`config.mk`:
```
export PLATFORM = sky130hd
export DESIGN_NAME = key_event_arbiter
export DESIGN_NICKNAME = d
export VERILOG_FILES = /design/src/rtl/key_event_arbiter_pkg.sv /design/src/rtl/key_event_arbiter_rr_pick.sv /design/src/rtl/key_event_arbiter.sv
export SDC_FILE = /design/constraint.sdc
export NUM_CORES = 1
export LEC_CHECK = 0
export ABC_AREA = 1
export CAP_MARGIN = 0
export CORE_MARGIN = 2
export CORE_UTILIZATION = 45
export DETAILED_ROUTE_END_ITERATION = 6
export PLACE_DENSITY_LB_ADDON = 0.12
export SYNTH_ARGS = -nofsm -noshare
export SYNTH_HDL_FRONTEND = slang
export SYNTH_HIERARCHICAL = 1
export SYNTH_SLANG_ARGS = --single-unit
export TNS_END_PERCENT = 50
```
`constraint.sdc`:
```
create_clock -name sys_clk -period 3.2 [get_ports sys_clk]
set_input_delay 0.64 -clock sys_clk [delete_from_list [all_inputs] [get_ports sys_clk]]
set_output_delay 0.64 -clock sys_clk [all_outputs]
set_load 0.01 [all_outputs]
```
`src/rtl/key_event_arbiter_pkg.sv`:
```
// key_event_arbiter_pkg
//   Shared key-count/width constants for the key event path (top level and
//   the debounce filter array) and the output-stage state encoding.
//   No ports.
package key_event_arbiter_pkg;

    localparam int KEY_NUM    = 4;   // number of debounced keys
    localparam int KEY_ID_W   = 2;   // width of a key index, 2**KEY_ID_W >= KEY_NUM
    localparam int KEY_DROP_W = 8;   // width of the saturating drop counter

    // Output register state: EMPTY <=> evt_valid=0, FULL <=> evt_valid=1.
    typedef enum logic {
        ST_EMPTY = 1'b0,
        ST_FULL  = 1'b1
    } out_state_e;

endpackage

```
`src/rtl/key_event_arbiter_rr_pick.sv`:
```
// rr_pick
//   Purely combinational round-robin picker: returns the first set request
//   index found scanning ptr, ptr+1, ... with wraparound from N-1 to 0.
//   Ports:
//     req [N-1:0]     request vector
//     ptr [ID_W-1:0]  scan start index (expected < N)
//     any             at least one request set
//     idx [ID_W-1:0]  chosen index (0 when any=0)
module rr_pick #(
    parameter int N    = 4,
    parameter int ID_W = 2
) (
    input  logic [N-1:0]    req,
    input  logic [ID_W-1:0] ptr,
    output logic            any,
    output logic [ID_W-1:0] idx
);

    logic [2*N-1:0] dbl;
    logic [N-1:0]   rot;
    int             s;

    always_comb begin
        any = |req;
        idx = '0;
        s   = 0;
        // Rotate so bit 0 of rot is request[ptr]; the lowest set bit of rot
        // is then the first request in round-robin order.
        dbl = {req, req} >> ptr;
        rot = dbl[N-1:0];
        // Descending scan: the last hit written is the smallest offset.
        for (int k = N - 1; k >= 0; k--) begin
            if (rot[k]) begin
                s = int'(ptr) + k;
                if (s >= N) begin
                    s = s - N;
                end
                idx = ID_W'(s);
            end
        end
    end

endmodule

```
`src/rtl/key_event_arbiter.sv`:
```
// key_event_arbiter
//   Serialises one-cycle key press pulses into a key-ID event stream with a
//   valid/ready handshake. One pending event per key, round-robin grant,
//   re-presses of a still-pending key are counted as drops.
//   Ports:
//     sys_clk               system clock
//     sys_rst_n             asynchronous reset, ACTIVE-HIGH despite the name
//     key_flag [NUM_KEYS]   per-key press pulse
//     evt_ready             consumer accepts when evt_valid && evt_ready
//     clr_status            synchronous clear of overflow/drop_cnt
//     evt_valid, evt_id     event output register
//     pending [NUM_KEYS]    per-key pending bits
//     overflow              sticky drop flag
//     drop_cnt [DROP_W]     saturating drop count
module key_event_arbiter
    import key_event_arbiter_pkg::*;
#(
    parameter int NUM_KEYS = KEY_NUM,
    parameter int ID_W     = KEY_ID_W,
    parameter int DROP_W   = KEY_DROP_W
) (
    input  logic                sys_clk,
    input  logic                sys_rst_n,
    input  logic [NUM_KEYS-1:0] key_flag,
    input  logic                evt_ready,
    input  logic                clr_status,
    output logic                evt_valid,
    output logic [ID_W-1:0]     evt_id,
    output logic [NUM_KEYS-1:0] pending,
    output logic                overflow,
    output logic [DROP_W-1:0]   drop_cnt
);

    localparam int CNT_W = $clog2(NUM_KEYS + 1);
    localparam int SUM_W = DROP_W + CNT_W;

    out_state_e          state_q, state_d;
    logic [ID_W-1:0]     evt_id_q, evt_id_d;
    logic [ID_W-1:0]     rr_ptr_q, rr_ptr_d;
    logic [NUM_KEYS-1:0] pending_q, pending_d;
    logic                overflow_q, overflow_d;
    logic [DROP_W-1:0]   drop_cnt_q, drop_cnt_d;

    logic                load_en;
    logic                pick_any;
    logic [ID_W-1:0]     pick_idx;
    logic [NUM_KEYS-1:0] grant_vec;
    logic [NUM_KEYS-1:0] drop_vec;
    logic [CNT_W-1:0]    drop_num;
    logic [DROP_W-1:0]   drop_base;
    logic [SUM_W-1:0]    drop_sum;

    // The output register may take a new event when empty or being consumed.
    assign load_en = (state_q == ST_EMPTY) || evt_ready;

    rr_pick #(
        .N    (NUM_KEYS),
        .ID_W (ID_W)
    ) u_rr_pick (
        .req (pending_q),
        .ptr (rr_ptr_q),
        .any (pick_any),
        .idx (pick_idx)
    );

    generate
        for (genvar gi = 0; gi < NUM_KEYS; gi++) begin : g_key
            assign grant_vec[gi] = load_en && pick_any && (pick_idx == ID_W'(gi));
            // A press in the grant cycle re-arms the bit as a fresh event.
            assign pending_d[gi] = key_flag[gi] | (pending_q[gi] & ~grant_vec[gi]);
            assign drop_vec[gi]  = key_flag[gi] & pending_q[gi] & ~grant_vec[gi];
        end
    endgenerate

    // Output stage next state.
    always_comb begin
        state_d  = state_q;
        evt_id_d = evt_id_q;
        rr_ptr_d = rr_ptr_q;
        if (load_en) begin
            if (pick_any) begin
                state_d  = ST_FULL;
                evt_id_d = pick_idx;
                rr_ptr_d = (pick_idx == ID_W'(NUM_KEYS - 1)) ? '0 : pick_idx + 1'b1;
            end else begin
                state_d = ST_EMPTY;
            end
        end
    end

    // Status: clear first, then add this cycle's drops so a coincident drop wins.
    always_comb begin
        drop_num = '0;
        for (int k = 0; k < NUM_KEYS; k++) begin
            if (drop_vec[k]) begin
                drop_num = drop_num + 1'b1;
            end
        end
        drop_base = clr_status ? '0 : drop_cnt_q;
        drop_sum  = SUM_W'(drop_base) + SUM_W'(drop_num);
        if (drop_sum > SUM_W'({DROP_W{1'b1}})) begin
            drop_cnt_d = '1;
        end else begin
            drop_cnt_d = drop_sum[DROP_W-1:0];
        end
        overflow_d = (|drop_vec) | (overflow_q & ~clr_status);
    end

    always_ff @(posedge sys_clk or posedge sys_rst_n) begin
        if (sys_rst_n) begin
            state_q    <= ST_EMPTY;
            evt_id_q   <= '0;
            rr_ptr_q   <= '0;
            pending_q  <= '0;
            overflow_q <= 1'b0;
            drop_cnt_q <= '0;
        end else begin
            state_q    <= state_d;
            evt_id_q   <= evt_id_d;
            rr_ptr_q   <= rr_ptr_d;
            pending_q  <= pending_d;
            overflow_q <= overflow_d;
            drop_cnt_q <= drop_cnt_d;
        end
    end

    assign evt_valid = (state_q == ST_FULL);
    assign evt_id    = evt_id_q;
    assign pending   = pending_q;
    assign overflow  = overflow_q;
    assign drop_cnt  = drop_cnt_q;

endmodule

```
### Yosys cells after proc, flatten, opt, wreduce, memory -nomap -nowiden

Cells that the tools add are included.

| word-level totals | value |
|---|---|
| register bits | 18 |
| input port bits | 8 |
| output and inout port bits | 16 |

| operators by class | value |
|---|---|
| add/sub/neg operators | 12 |
| order comparisons | 5 |
| equal/unequal tests | 3 |
| shift operators | 1 |
| multiplexer cells | 16 |
| bitwise gates (word level) | 24 |
| reduce and logical (&&, ||, !) cells | 10 |

Operator list:

| operator | count |
|---|---|
| $mux W2 | 9 |
| $mux W8 | 2 |
| $and A1 B1 Y1 | 13 |
| $add A3 B1 Y3 const B | 3 |
| $add A8 B3 Y9 | 1 |
| $ge A3 B3 Y1 const B | 3 |
| $gt A9 B8 Y1 const B | 1 |
| $mux W3 | 3 |
| $reduce_or A4 Y1 | 2 |
| $shr A8 B2 Y4 | 1 |
| $sub A2 B1 Y2 const B | 4 |
| $add A2 B2 Y3 const B | 2 |
| $not A1 Y1 | 6 |
| $logic_and A1 B1 Y1 | 5 |
| $or A1 B1 Y1 | 5 |
| $eq A2 B2 Y1 const B | 2 |
| $add A2 B1 Y3 const B | 1 |
| $ge A2 B3 Y1 const B | 1 |
| $add A2 B1 Y2 const B | 1 |
| $eq A2 B1 Y1 const B | 1 |
| $logic_not A2 Y1 | 1 |
| $mux W1 | 2 |
| $reduce_and A2 Y1 | 1 |
| $logic_or A1 B1 Y1 | 1 |

### Logic depth before layout (Yosys ltp)

Gate-level depths: netlist of run 1.

| depth | value |
|---|---|
| word-level depth | 21 |
| mapped depth | 34 |
| mapped depth without buffers | 33 |

### By module

The synthesis of run 1 kept the hierarchy.

By module, submodules not included:

| module | instances | cells each | area each (um^2) | sequential area each (um^2) |
|---|---|---|---|---|
| key_event_arbiter | 1 | 143 | 1144.8 | 450.4 |
| rr_pick | 1 | 47 | 237.7 | 0.0 |

### Worst setup path after synthesis of run 1

No wires, ideal clock.

| timing | value |
|---|---|
| kind | register to register |
| start | register pending_q[3] (netlist: pending[3]) |
| end | register drop_cnt_q[6] (netlist: drop_cnt[6]) |
| arrival time | 3.398 ns |
| path slack | -0.319 ns |
| stages on the path, launching flop included | 32 |
| buffers on the path | 0 |
| period minus slack after synthesis | 3.519 ns |
| path through | dfrtp_1 > inv_1 > o21ai_2 > nand2_1 > nand2_2 > nand2_1 > nand2_1 > inv_1 > nand2_1 > nand2_1 > inv_1 > ha_1 > nand3_1 > nand2_1 > inv_1 > ha_1 > inv_1 > nand2_1 > nand2_1 > inv_1 > ha_1 > nand2_1 > nand2_1 > fa_1 > nand2_1 > inv_1 > nor2_1 > nor2_4 > nand2_1 > nand2_1 > nand2_1 > nand2_1 |

| on the way | value |
|---|---|
| cells in the longest elaborated chain, start to end | 19 |

Ends and longest elaborated chain:

| element | RTL line | text |
|---|---|---|
| from (decl) | key_event_arbiter.sv:40 | `logic [NUM_KEYS-1:0] pending_q, pending_d;` |
| from (signal assigned) | key_event_arbiter.sv:121 | `pending_q <= pending_d;` |
| $shr A8 B2 Y4 (*) | key_event_arbiter_rr_pick.sv:29 | `dbl = {req, req} >> ptr;` |
| $mux W2 (3 in series) | key_event_arbiter_rr_pick.sv:33 | `if (rot[k]) begin` |
| $mux W2 (*) | key_event_arbiter_rr_pick.sv:33 |  |
| named net pick_idx[1] | key_event_arbiter.sv:46 | `logic [ID_W-1:0] pick_idx;` |
| $logic_not A2 Y1 | key_event_arbiter.sv:68 | `assign grant_vec[gi] = load_en && pick_any && (pick_idx == ID_W'(gi));` |
| $logic_and A1 B1 Y1 | key_event_arbiter.sv:68 |  |
| $not A1 Y1 | key_event_arbiter.sv:71 | `assign drop_vec[gi] = key_flag[gi] & pending_q[gi] & ~grant_vec[gi];` |
| $and A1 B1 Y1 | key_event_arbiter.sv:71 |  |
| [3 not listed] | n/a |  |
| $add A3 B1 Y3 | key_event_arbiter.sv:96 | `drop_num = drop_num + 1'b1;` |
| $mux W3 | key_event_arbiter.sv:95 | `if (drop_vec[k]) begin` |
| $add A3 B1 Y3 | key_event_arbiter.sv:96 |  |
| $mux W3 (*) | key_event_arbiter.sv:95 |  |
| $add A8 B3 Y9 (*) | key_event_arbiter.sv:100 | `drop_sum = SUM_W'(drop_base) + SUM_W'(drop_num);` |
| $gt A9 B8 Y1 | key_event_arbiter.sv:101 | `if (drop_sum > SUM_W'({DROP_W{1'b1}})) begin` |
| $mux W8 (*) | key_event_arbiter.sv:101 |  |
| named net drop_cnt_d[6] | key_event_arbiter.sv:42 | `logic [DROP_W-1:0] drop_cnt_q, drop_cnt_d;` |
| to (signal assigned) | key_event_arbiter.sv:123 | `drop_cnt_q <= drop_cnt_d;` |
| to (decl) | key_event_arbiter.sv:42 |  |

Mark *: on every way through the listed nets, which the timed path passes. The rest lies on a longest branch.
A chain may end at the register's enable or synchronous reset.

### Worst setup path after layout of run 1

| timing | value |
|---|---|
| start | register rr_ptr_q[0] |
| end | register drop_cnt_q[5] (netlist: drop_cnt[5]) |

| on the way | value |
|---|---|
| cells in the longest elaborated chain, start to end | 21 |

Ends and longest elaborated chain:

| element | RTL line | text |
|---|---|---|
| from (decl) | key_event_arbiter.sv:39 | `logic [ID_W-1:0] rr_ptr_q, rr_ptr_d;` |
| from (signal assigned) | key_event_arbiter.sv:120 | `rr_ptr_q <= rr_ptr_d;` |
| $add A2 B2 Y3 | key_event_arbiter_rr_pick.sv:34 | `s = int'(ptr) + k;` |
| $ge A3 B3 Y1 or $sub A2 B1 Y2 (tied branches) | key_event_arbiter_rr_pick.sv:35, key_event_arbiter_rr_pick.sv:36 |  |
| $mux W2 | key_event_arbiter_rr_pick.sv:35 | `if (s >= N) begin` |
| $mux W2 (3 in series) | key_event_arbiter_rr_pick.sv:33 |  |
| $mux W2 (*) | key_event_arbiter_rr_pick.sv:33 |  |
| named net pick_idx[0] | key_event_arbiter.sv:46 |  |
| $logic_not A2 Y1 | key_event_arbiter.sv:68 |  |
| $logic_and A1 B1 Y1 | key_event_arbiter.sv:68 |  |
| [5 not listed] | n/a |  |
| $add A3 B1 Y3 | key_event_arbiter.sv:96 |  |
| $mux W3 | key_event_arbiter.sv:95 |  |
| $add A3 B1 Y3 | key_event_arbiter.sv:96 |  |
| $mux W3 (*) | key_event_arbiter.sv:95 |  |
| $add A8 B3 Y9 (*) | key_event_arbiter.sv:100 |  |
| $gt A9 B8 Y1 | key_event_arbiter.sv:101 |  |
| $mux W8 (*) | key_event_arbiter.sv:101 |  |
| named net drop_cnt_d[5] | key_event_arbiter.sv:42 |  |

Marked as above.

==> impl_metrics.py, run 1 <==
metrics = {
    "die": {
        "initial_core_util_pct": 46.4,
        "die_area_mm2": 0.00353,
        "dieHeight_um": 59.4,
        "die_x_um": 59.4,
        "rows": 20,
        "core_mm2": 0.00298,
        "io_pins": 24,
    },
    "global_routing": {
        "grt_max_degree": 19,
        "grt_overflow": 0,
        "grt_pass1_wl_um": 5850,
        "grt_usage_pct": 21.9,
        "grt_pass1_vias": 1389,
        "antenna_found_initial": 0,
    },
    "status": {
        "outcome": "finished, violations left",
        "violations": "negative setup slack",
    },
    "timing": {
        "setup_ws_ps": -243,
        "hold_viol_final": 0,
        "setup-tns-final_ps": -1810,
        "slew_headroom_pct": 51.0,
        "period_share_pct": 108,
        "skew_ps": 4.91,
        "setup_viol": 8,
        "slew_viol_final": 0,
        "hold_ws_ps": 515,
        "fin_crit_ps": 3440,
        "rsz0062_at_grt": "yes",
        "max_freq_mhz": 290,
        "worstMarginPinSlew_ps": 734,
    },
    "clocking": {
        "ctsHtreeMaxLevel": 1,
        "cts_tree": "yes",
        "clk_pin_slew_ps": 110,
        "cts_sinks": 18,
        "cts_buffers": 3,
        "clockBufferDepth": 2,
        "cts_hold_buf": 0,
        "cts-root-buf": "clkbuf_4",
        "clk-insertion-delay-late_ps": 300,
    },
    "routing": {
        "drt-initial-drc-count": 49,
        "ant_nets": 0,
        "dr.pass1.iters": 6,
        "vias": 1391,
        "drc": 0,
        "wire_per_inst_um": 12.3,
        "finalWirelength_um": 3450,
        "vias_per_cell": 4.97,
    },
    "worst_setup_path": {
        "crit_path_start_kind": "register",
        "worstPathMaxFanout": 8,
        "crit_required_ps": 3390,
        "critPathMaxStageDelay_ps": 510,
        "cp_slowest_cell": "dfrtp_2",
        "end_kind": "register",
        "path_common_cell": "nand2_2",
        "cp.arrival_ps": 3630,
        "critical_path.top_delay_family": "simple AND/OR/NAND/NOR gates",
        "critical_path_class": "register to register",
        "cp.buffers_inverters": 6,
    },
    "synth": {
        "synthDistinctLibCells": 26,
        "yosys_warnings": 6,
        "ys_ff_latch": 18,
        "synthFlopType": "dfrtp_1",
        "yosysSeqAreaShare_pct": 32.6,
        "netlist_instances": 190,
        "syn-mean-instance-area_um2": 7.28,
        "async_reset_ff_share_pct": 100,
        "syn_nets": 208,
        "syn-cell-area_mm2": 0.00138,
        "synth_edf_count": 0,
    },
    "power_and_ir_drop": {
        "p_per_area_mw_per_mm2": 1060,
        "vdd_drop_max_mv": 0.620,
        "power_w": 0.00223,
        "total_leakage_power_nw": 1.13,
    },
    "placement": {
        "port-buffer-count": 23,
        "gp_congestion": 0.798,
        "placedCellCount": 268,
        "dp_hpwl_um": 2640,
        "dp_slack_ps": -446,
    },
    "final_layout": {
        "layout.cells.non_filler": 280,
        "fill_cells": 257,
        "fin_nets": 266,
        "syn2layout_area_growth_pct": 52.2,
        "drive_gt1_share_pct": 43.7,
        "antennaDiodeCount": 0,
    },
    "min_path": {
        "hold_path.class": "register to register",
    },
    "job": {
        "cap_violations": 0,
    },
}
## worst paths after layout
kind,slack [ps],endpoint,depth (start not counted),start
min in group asynchronous,750,pending[0]$_DFF_PP0_,2,sys_rst_n
hold reg to reg,520,evt_id[0]$_DFFE_PP0P_,1,evt_id[0]$_DFFE_PP0P_
hold / removal,520,evt_id[0]$_DFFE_PP0P_,1,evt_id[0]$_DFFE_PP0P_
setup reg to reg,-240,drop_cnt[5]$_DFF_PP0_,29,rr_ptr_q[0]$_DFFE_PP0P_
setup / recovery,-240,drop_cnt[5]$_DFF_PP0_,29,rr_ptr_q[0]$_DFFE_PP0P_
max in group asynchronous,1950,rr_ptr_q[1]$_DFFE_PP0P_,2,sys_rst_n
## through the flow
step                      cell area, um2  utilization [%]
after global placement              1890             63.5
after detailed placement            1890             63.5
after floorplan                     1460                -
final                               2100             70.7
after global routing                2100             70.7
after CTS                           2080             70.0
## layer usage
metal | wire length, um | global-route usage [%] | part of all wire (%) | vias up
met5 | 0 | 0 | 0 | -
met1 | 1480 | 25.8 | 43 | 656
li1 | - | - | - | 704
met3 | 67 | 2.84 | 1.9 | 10
met2 | 1820 | 39.7 | 53 | 21
met4 | 92 | 8.44 | 2.7 | 0
## final cells by class
type	instances	area, um2	area share, %
clock buffer	4	36.3	1.72
sequential	18	454	21.6
multi-input combinational	131	955	45.4
inverter	40	155	7.37
timing repair buffer	54	463	22.0
tap	33	41.3	1.96
## where the power goes
part           total, W  internal, W  switching [W]
registers      0.000386     0.000310      0.0000763
clock network  0.000147    0.0000694      0.0000778
logic           0.00170     0.000848       0.000852
## synth_stat cells (2+ instances only)
cell type,number,area [um2]
dfrtp_1,18,450
a21oi_1,2,10.0
xnor2_1,2,17.5
nand3_1,16,80.1
ha_1,9,113
inv_2,4,15.0
a21o_1,4,30.0
nand2_1,56,210
nand2_2,8,50.1
nor2_4,2,22.5
nand4_1,3,18.8
o21ai_2,2,17.5
nor2_1,11,41.3
nand3_2,5,50.1
o21ai_0,3,15.0
inv_1,35,131
## registers in the layout, indices dropped and copies added (netlist names)
register / count
evt_valid: 1
overflow: 1
drop_cnt: 8
pending: 4
evt_id: 2
rr_ptr_q: 2
## cells by family (layout without fill, tap and decap cells)
family	Yosys count	count (layout)	share of synthesized area [%]
adder cells (fa/ha/maj)	10	10	9.59
flip-flops	18	18	32.6
buffers and inverters	41	98	11.9
AND/OR/NAND/NOR	104	104	36.7
AO/OA/AOI/OAI	14	14	7.33
XOR/XNOR	3	3	1.90
## cell usage in the layout, fill, tap and decap left out, types with 4 or more instances in the layout
master,synthesis,final
nand2_1,56,38
buf_4,0,31
inv_1,35,27
nand2_2,8,24
clkdlybuf4s50_1,0,23
dfrtp_1,18,15
inv_2,4,11
nand3_2,5,10
nand3_1,16,10
nor2_1,11,8
ha_4,0,5
o21ai_2,2,4
a21o_1,4,4
## worst reg2reg max path, delay by kind of cell, from the launching register on
family | cells | cell delay (ps)
compound gates | 1 | 150
xor+xnor | 1 | 210
fa+ha+maj | 4 | 780
buf+inv | 6 | 370
flops | 1 | 510
simple gates | 17 | 1310
## timing repair
item / 4_1_cts / 5_1_grt
resized for setup: 30 / 5
cloned: 0 / 0
setup endpoints to repair: 8 / 8
buffers inserted: 7 / 1
pin swaps: 29 / 16
No activity file was read; power rests on OpenSTA's default activity.
==> run 2: changes to the inputs <==
==> constraint.sdc (replaced) <==
create_clock -name sys_clk -period 3.2 [get_ports sys_clk]
set_input_delay 0.64 -clock sys_clk [delete_from_list [all_inputs] [get_ports sys_clk]]
set_output_delay 0.64 -clock sys_clk [all_outputs]
set_load 0.02 [all_outputs]
==> run 2 against run 1 <==
Against the previous run:
- die area unchanged
- core utilization increased by 0.97 points
- sequential cell count unchanged
- the flow still finishes with violations (negative setup slack)
- sequential share of layout area decreased by 0.17 points
- first-iteration DRC count decreased by 41%
- critical path depth increased by 1
- non-clock buffer count increased by 4
- largest power group unchanged
- hold slack got worse by 1.1 ps
- maximum frequency increased by 0.46%
- routed wire length decreased by 0.93%
- largest cell class unchanged
- sequential power about the same
- cell count increased by 1.4%
==> impl_metrics.py, run 2 (synthesis results as in run 1) <==
metrics = {
    "worst_setup_path": {
        "cp.arrival_ps": 3660,
        "reg2reg_from": "rr_ptr_q[0]$_DFFE_PP0P_",
        "crit_required_ps": 3440,
        "r2r_end": "drop_cnt[5]$_DFF_PP0_",
        "crit_path_start_kind": "register",
        "end_kind": "register",
        "cp_slowest_cell": "dfrtp_2",
        "r2r_cells": 30,
        "critPathMaxStageDelay_ps": 500,
        "worstPathMaxFanout": 8,
        "rrSetupSlack_ps": -230,
        "critical_path_class": "register to register",
    },
    "die": {
        "dieHeight_um": 59.4,
        "core_mm2": 0.00298,
        "initial_core_util_pct": 46.4,
        "die_x_um": 59.4,
        "rows": 20,
        "die_area_mm2": 0.00353,
        "io_pins": 24,
    },
    "timing": {
        "skew_ps": 1.20,
        "worstMarginPinSlew_ps": 713,
        "fin_crit_ps": 3430,
        "rsz0062_at_grt": "yes",
        "period_share_pct": 107,
        "setup_ws_ps": -227,
        "setup_viol": 8,
        "hold_viol_final": 0,
        "slew_headroom_pct": 52.4,
        "slew_viol_final": 0,
        "max_freq_mhz": 292,
    },
    "placement": {
        "placedCellCount": 266,
        "dp_slack_ps": -344,
        "placement.cell_area_mm2": 0.00190,
        "port-buffer-count": 23,
        "dp_hpwl_um": 2480,
        "gp_congestion": 0.852,
    },
    "global_routing": {
        "grt_overflow": 0,
        "grt_usage_pct": 20.8,
        "grt_pass1_vias": 1329,
        "grt_max_degree": 19,
        "grt_pass1_wl_um": 5600,
        "antenna_found_initial": 0,
    },
    "min_path": {
        "hold_end": "evt_id[0]$_DFFE_PP0P_",
        "min_path_cells": 1,
        "hold_path.class": "register to register",
        "min_from": "evt_id[0]$_DFFE_PP0P_",
    },
    "routing": {
        "finalWirelength_um": 3420,
        "vias": 1352,
        "dr.pass1.iters": 4,
        "vias_per_cell": 4.76,
        "drt-initial-drc-count": 29,
        "wire_per_inst_um": 12.0,
        "drc": 0,
        "ant_nets": 0,
    },
    "power_and_ir_drop": {
        "p_clk_share_pct": 6.1,
        "seqPwrFrac_pct": 16.4,
        "power_w": 0.00236,
        "p_sw_w": 0.00107,
        "power_frac_comb_pct": 77.5,
        "vdd_drop_max_mv": 0.715,
        "total_leakage_power_nw": 1.15,
        "p_per_area_mw_per_mm2": 1110,
        "p_sw_share_pct": 45.5,
        "p_int_w": 0.00129,
    },
    "status": {
        "outcome": "finished, violations left",
        "violations": "negative setup slack",
    },
    "clocking": {
        "clockBufferDepth": 2,
        "clk_pin_slew_ps": 110,
        "cts-root-buf": "clkbuf_4",
        "cts_tree": "yes",
        "clk-insertion-delay-late_ps": 300,
        "ctsHtreeMaxLevel": 1,
        "cts_buffers": 3,
        "cts_sinks": 18,
    },
    "final_layout": {
        "final_cell_mix": "nand2_1 (38), buf_4 (35), inv_1 (26)",
        "antennaDiodeCount": 0,
        "ff_latch_area_um2": 457,
        "layout.cells.non_filler": 284,
        "final_area_mm2": 0.00213,
        "syn2layout_area_growth_pct": 54.3,
        "multiInputGateArea_um2": 948,
        "fill_cells": 242,
        "fin_nets": 270,
        "final_common_cell": "nand2_1",
        "drive_gt1_share_pct": 43.8,
        "post-route-util_pct": 71.6,
        "largest_reg_flops": 8,
    },
    "job": {
        "cap_violations": 0,
    },
}
==> run 2: cell types whose count changed in the layout (fill, tap and decap cells not counted), moves of 2 or more <==
cell / previous run / this run
buf_4: 31 / 35
o21ai_2: 4 / 2
dfrtp_2: 3 / 5
nand2_4: 2 / 4
nand2_2: 24 / 22
nor2_1: 8 / 10
nor2_2: 2 / 0
dfrtp_1: 15 / 13
o21ai_1: 0 / 2
==> run 2: worst max-delay path by stage <==
stage | start | slack (ps) | depth (start not counted) | end
after floorplan | pending[3]$_DFF_PP0_ | -30 | 30 | drop_cnt[6]$_DFF_PP0_
after global placement | rr_ptr_q[0]$_DFFE_PP0P_ | -240 | 30 | drop_cnt[6]$_DFF_PP0_
after detailed placement | rr_ptr_q[0]$_DFFE_PP0P_ | -340 | 28 | drop_cnt[5]$_DFF_PP0_
after CTS | rr_ptr_q[0]$_DFFE_PP0P_ | -140 | 30 | drop_cnt[5]$_DFF_PP0_
after global routing | rr_ptr_q[0]$_DFFE_PP0P_ | -460 | 30 | drop_cnt[1]$_DFF_PP0_
final | rr_ptr_q[0]$_DFFE_PP0P_ | -230 | 30 | drop_cnt[5]$_DFF_PP0_
==> run 2: what timing repair did <==
item,in CTS,in global routing
gates resized for setup,22,7
buffers inserted,9,5
setup endpoints to repair,8,8
pin swaps,12,3
hold buffers,0,0
==> run 2: through the flow <==
| step | setup TNS, ps | hold slack [ps] |
|---|---|---|
| after floorplan | -75.5 | 475 |
| after global placement | -1810 | 478 |
| after detailed placement | -2600 | 492 |
| after CTS | -1070 | 523 |
| after global routing | -3530 | 547 |
| final | -1680 | 514 |
==> run 2: layout make-up <==
type / count / area share (%)
tap: 33 / 1.94
clock buffer: 4 / 1.70
sequential: 18 / 21.4
timing repair buffer: 58 / 23.1
multi-input combinational: 131 / 44.5
inverter: 40 / 7.39
==> run 2: power by group through the flow <==
stage	logic, W	clock network, W	registers (W)
after floorplan	0.000878	0	0.000453
after global placement	0.00139	0	0.000386
after detailed placement	0.00144	0	0.000390
after CTS	0.00169	0.000151	0.000389
after global routing	0.00201	0.000161	0.000401
final	0.00183	0.000144	0.000387
==> run 2: critical path, delay by kind of cell, from the launching register on <==
kind	cells	cell delay, ps
DFF	1	500
adders and majority gates	4	820
buffers and inverters	7	480
and+or+nand+nor	19	1530
==> run 2: layer usage <==
metal	wire length, um	vias up	track usage [%]
met1	1450	621	25.9
met4	50	0	7.14
met3	84	6	2.84
met5	0	-	0
li1	-	709	-
met2	1840	16	36.6
==> run 3: changes to the inputs <==
--- a/config.mk
+++ b/config.mk
@@ -8,8 +8,9 @@
 export ABC_AREA = 1
 export CAP_MARGIN = 0
 export CORE_MARGIN = 2
-export CORE_UTILIZATION = 45
+export CORE_UTILIZATION = 47
 export DETAILED_ROUTE_END_ITERATION = 6
+export HOLD_SLACK_MARGIN = 0.08
 export PLACE_DENSITY_LB_ADDON = 0.12
 export SYNTH_ARGS = -nofsm -noshare
 export SYNTH_HDL_FRONTEND = slang
==> run 3 against run 2 <==
Against the previous run:
- the run still ends with negative setup slack left
- design area rose by 2.0%
- count of clock-buffer cells in the layout did not move
- sequential power fell by 2%
- non-clock buffer count rose by 2
- critical endpoint is now drop_cnt[6]$_DFF_PP0_
- largest cell class unchanged
- worst setup slack got worse by 100 ps
- critical path depth fell by 1
- maximum frequency fell by 2.9%
- power rose by 3.6%
- clock skew rose by 4.0 ps
- cell count did not move
- combinational power rose by 5%
- register-to-register slack got worse by 100 ps
==> impl_metrics.py, run 3 (synthesis results as in run 1) <==
metrics = {
    "status": {
        "outcome": "finished, violations left",
        "violations": "negative setup slack",
    },
    "worst_setup_path": {
        "end_kind": "register",
        "cp.arrival_ps": 3770,
        "crit_path_start_kind": "register",
        "cp_slowest_cell": "dfrtp_2",
        "crit_required_ps": 3440,
        "critical_path_class": "register to register",
        "critPathMaxStageDelay_ps": 510,
        "worstPathMaxFanout": 8,
        "path_common_cell": "nand2_2",
    },
    "final_layout": {
        "post-route-util_pct": 78.2,
        "layout.cells.non_filler": 284,
        "fill_cells": 194,
        "final_area_mm2": 0.00218,
        "final_cell_mix": "buf_4 (37), nand2_1 (34), nand2_2 (26)",
        "drive_gt1_share_pct": 47.0,
        "syn2layout_area_growth_pct": 57.4,
        "antennaDiodeCount": 0,
        "multiInputGateArea_um2": 975,
        "ff_latch_area_um2": 458,
        "final_common_cell": "buf_4",
        "largest_reg_flops": 8,
        "fin_nets": 272,
    },
    "placement": {
        "gp_congestion": 0.876,
        "dp_hpwl_um": 2680,
        "port-buffer-count": 23,
        "placedCellCount": 268,
        "placement.cell_area_mm2": 0.00192,
    },
    "timing": {
        "setup_ws_ps": -329,
        "max_freq_mhz": 283,
        "slew_viol_final": 0,
        "period_share_pct": 110,
        "worstMarginPinSlew_ps": 694,
        "setup-tns-final_ps": -2460,
        "skew_ps": 5.16,
        "rsz0062_at_grt": "yes",
        "hold_viol_final": 0,
        "setup_viol": 8,
        "fin_crit_ps": 3530,
        "slew_headroom_pct": 53.7,
    },
    "global_routing": {
        "grt_pass1_wl_um": 6220,
        "grt_pass1_vias": 1422,
        "antenna_found_initial": 0,
        "grt_max_degree": 19,
        "grt_overflow": 0,
        "grt_usage_pct": 24.2,
    },
    "min_path": {
        "hold_path.class": "register to register",
    },
    "clocking": {
        "clk-insertion-delay-late_ps": 300,
        "cts-root-buf": "clkbuf_4",
        "clockBufferDepth": 2,
        "ctsHtreeMaxLevel": 1,
        "cts_sinks": 18,
        "cts_buffers": 3,
        "clk_pin_slew_ps": 110,
        "cts_tree": "yes",
    },
    "die": {
        "die_area_mm2": 0.00339,
        "rows": 19,
        "io_pins": 24,
        "die_x_um": 58.2,
        "dieHeight_um": 58.2,
        "core_mm2": 0.00278,
        "initial_core_util_pct": 49.7,
    },
    "routing": {
        "dr.pass1.iters": 4,
        "drc": 0,
        "met1_length_um": 1670,
        "top_layer_used": "met4",
        "wire_per_inst_um": 13.4,
        "finalWirelength_um": 3790,
        "dr_wl_met3_um": 71,
        "ant_nets": 0,
        "vias_per_cell": 4.95,
        "dr_wl_met2_um": 2010,
        "drt-initial-drc-count": 57,
        "vias": 1406,
    },
    "power_and_ir_drop": {
        "total_leakage_power_nw": 1.16,
        "p_per_area_mw_per_mm2": 1120,
        "vdd_drop_max_mv": 0.800,
        "power_w": 0.00245,
    },
    "job": {
        "cap_violations": 0,
    },
}
-- run 3: repair_timing --
| action | in CTS | in global routing |
|---|---|---|
| resized for setup | 18 | 21 |
| hold endpoints to repair | 0 | 0 |
| setup buffers | 4 | 8 |
| gates cloned | 0 | 0 |
| pin swaps | 14 | 20 |
| hold buffers | 0 | 0 |
| endpoints found under the setup margin | 8 | 8 |
-- run 3: report_power, final --
group / total, W / internal (W) / switching (W)
clock network: 0.000146 / 0.0000694 / 0.0000766
logic: 0.00192 / 0.000921 / 0.000998
registers: 0.000381 / 0.000313 / 0.0000677
total: 0.00245 / 0.00130 / 0.00114
-- run 3: per-layer routing --
metal / vias up / global-route usage [%]
met5: - / 0
met4: 0 / 8.64
met3: 6 / 2.68
met2: 21 / 41.1
met1: 667 / 31.7
li1: 712 / -
-- run 3: layout make-up --
class | instances | share of cell area, %
clock buffer | 4 | 1.67
inverter | 40 | 7.36
multi-input combinational | 131 | 44.8
sequential | 18 | 21.0
tap | 31 | 1.78
timing repair buffer | 60 | 23.3
-- run 3: per-stage QoR --
step	hold WS [ps]	setup WS, ps
CTS	523	-198
floorplan	475	-31.6
finish	512	-329
detailed placement	489	-363
global route	550	-541
global placement	478	-218
-- run 3: worst max-delay path, delay by kind of cell, from the launching register on --
kind	cells	cell delay, ps
adders and majority gates	4	830
and+or+nand+nor	19	1700
buffers and inverters	6	420
DFF	1	510
-- run 3: final timing paths --
kind                            slack (ps)  cells after the start                    start                       to
min in group asynchronous              750                      2                sys_rst_n    drop_cnt[5]$_DFF_PP0_
worst max register to register        -330                     29  rr_ptr_q[0]$_DFFE_PP0P_    drop_cnt[6]$_DFF_PP0_
max in group asynchronous             1970                      2                sys_rst_n  rr_ptr_q[1]$_DFFE_PP0P_
worst max-delay path                  -330                     29  rr_ptr_q[0]$_DFFE_PP0P_    drop_cnt[6]$_DFF_PP0_
worst min-delay path                   510                      2    evt_id[1]$_DFFE_PP0P_    evt_id[1]$_DFFE_PP0P_
worst min register to register         510                      2    evt_id[1]$_DFFE_PP0P_    evt_id[1]$_DFFE_PP0P_
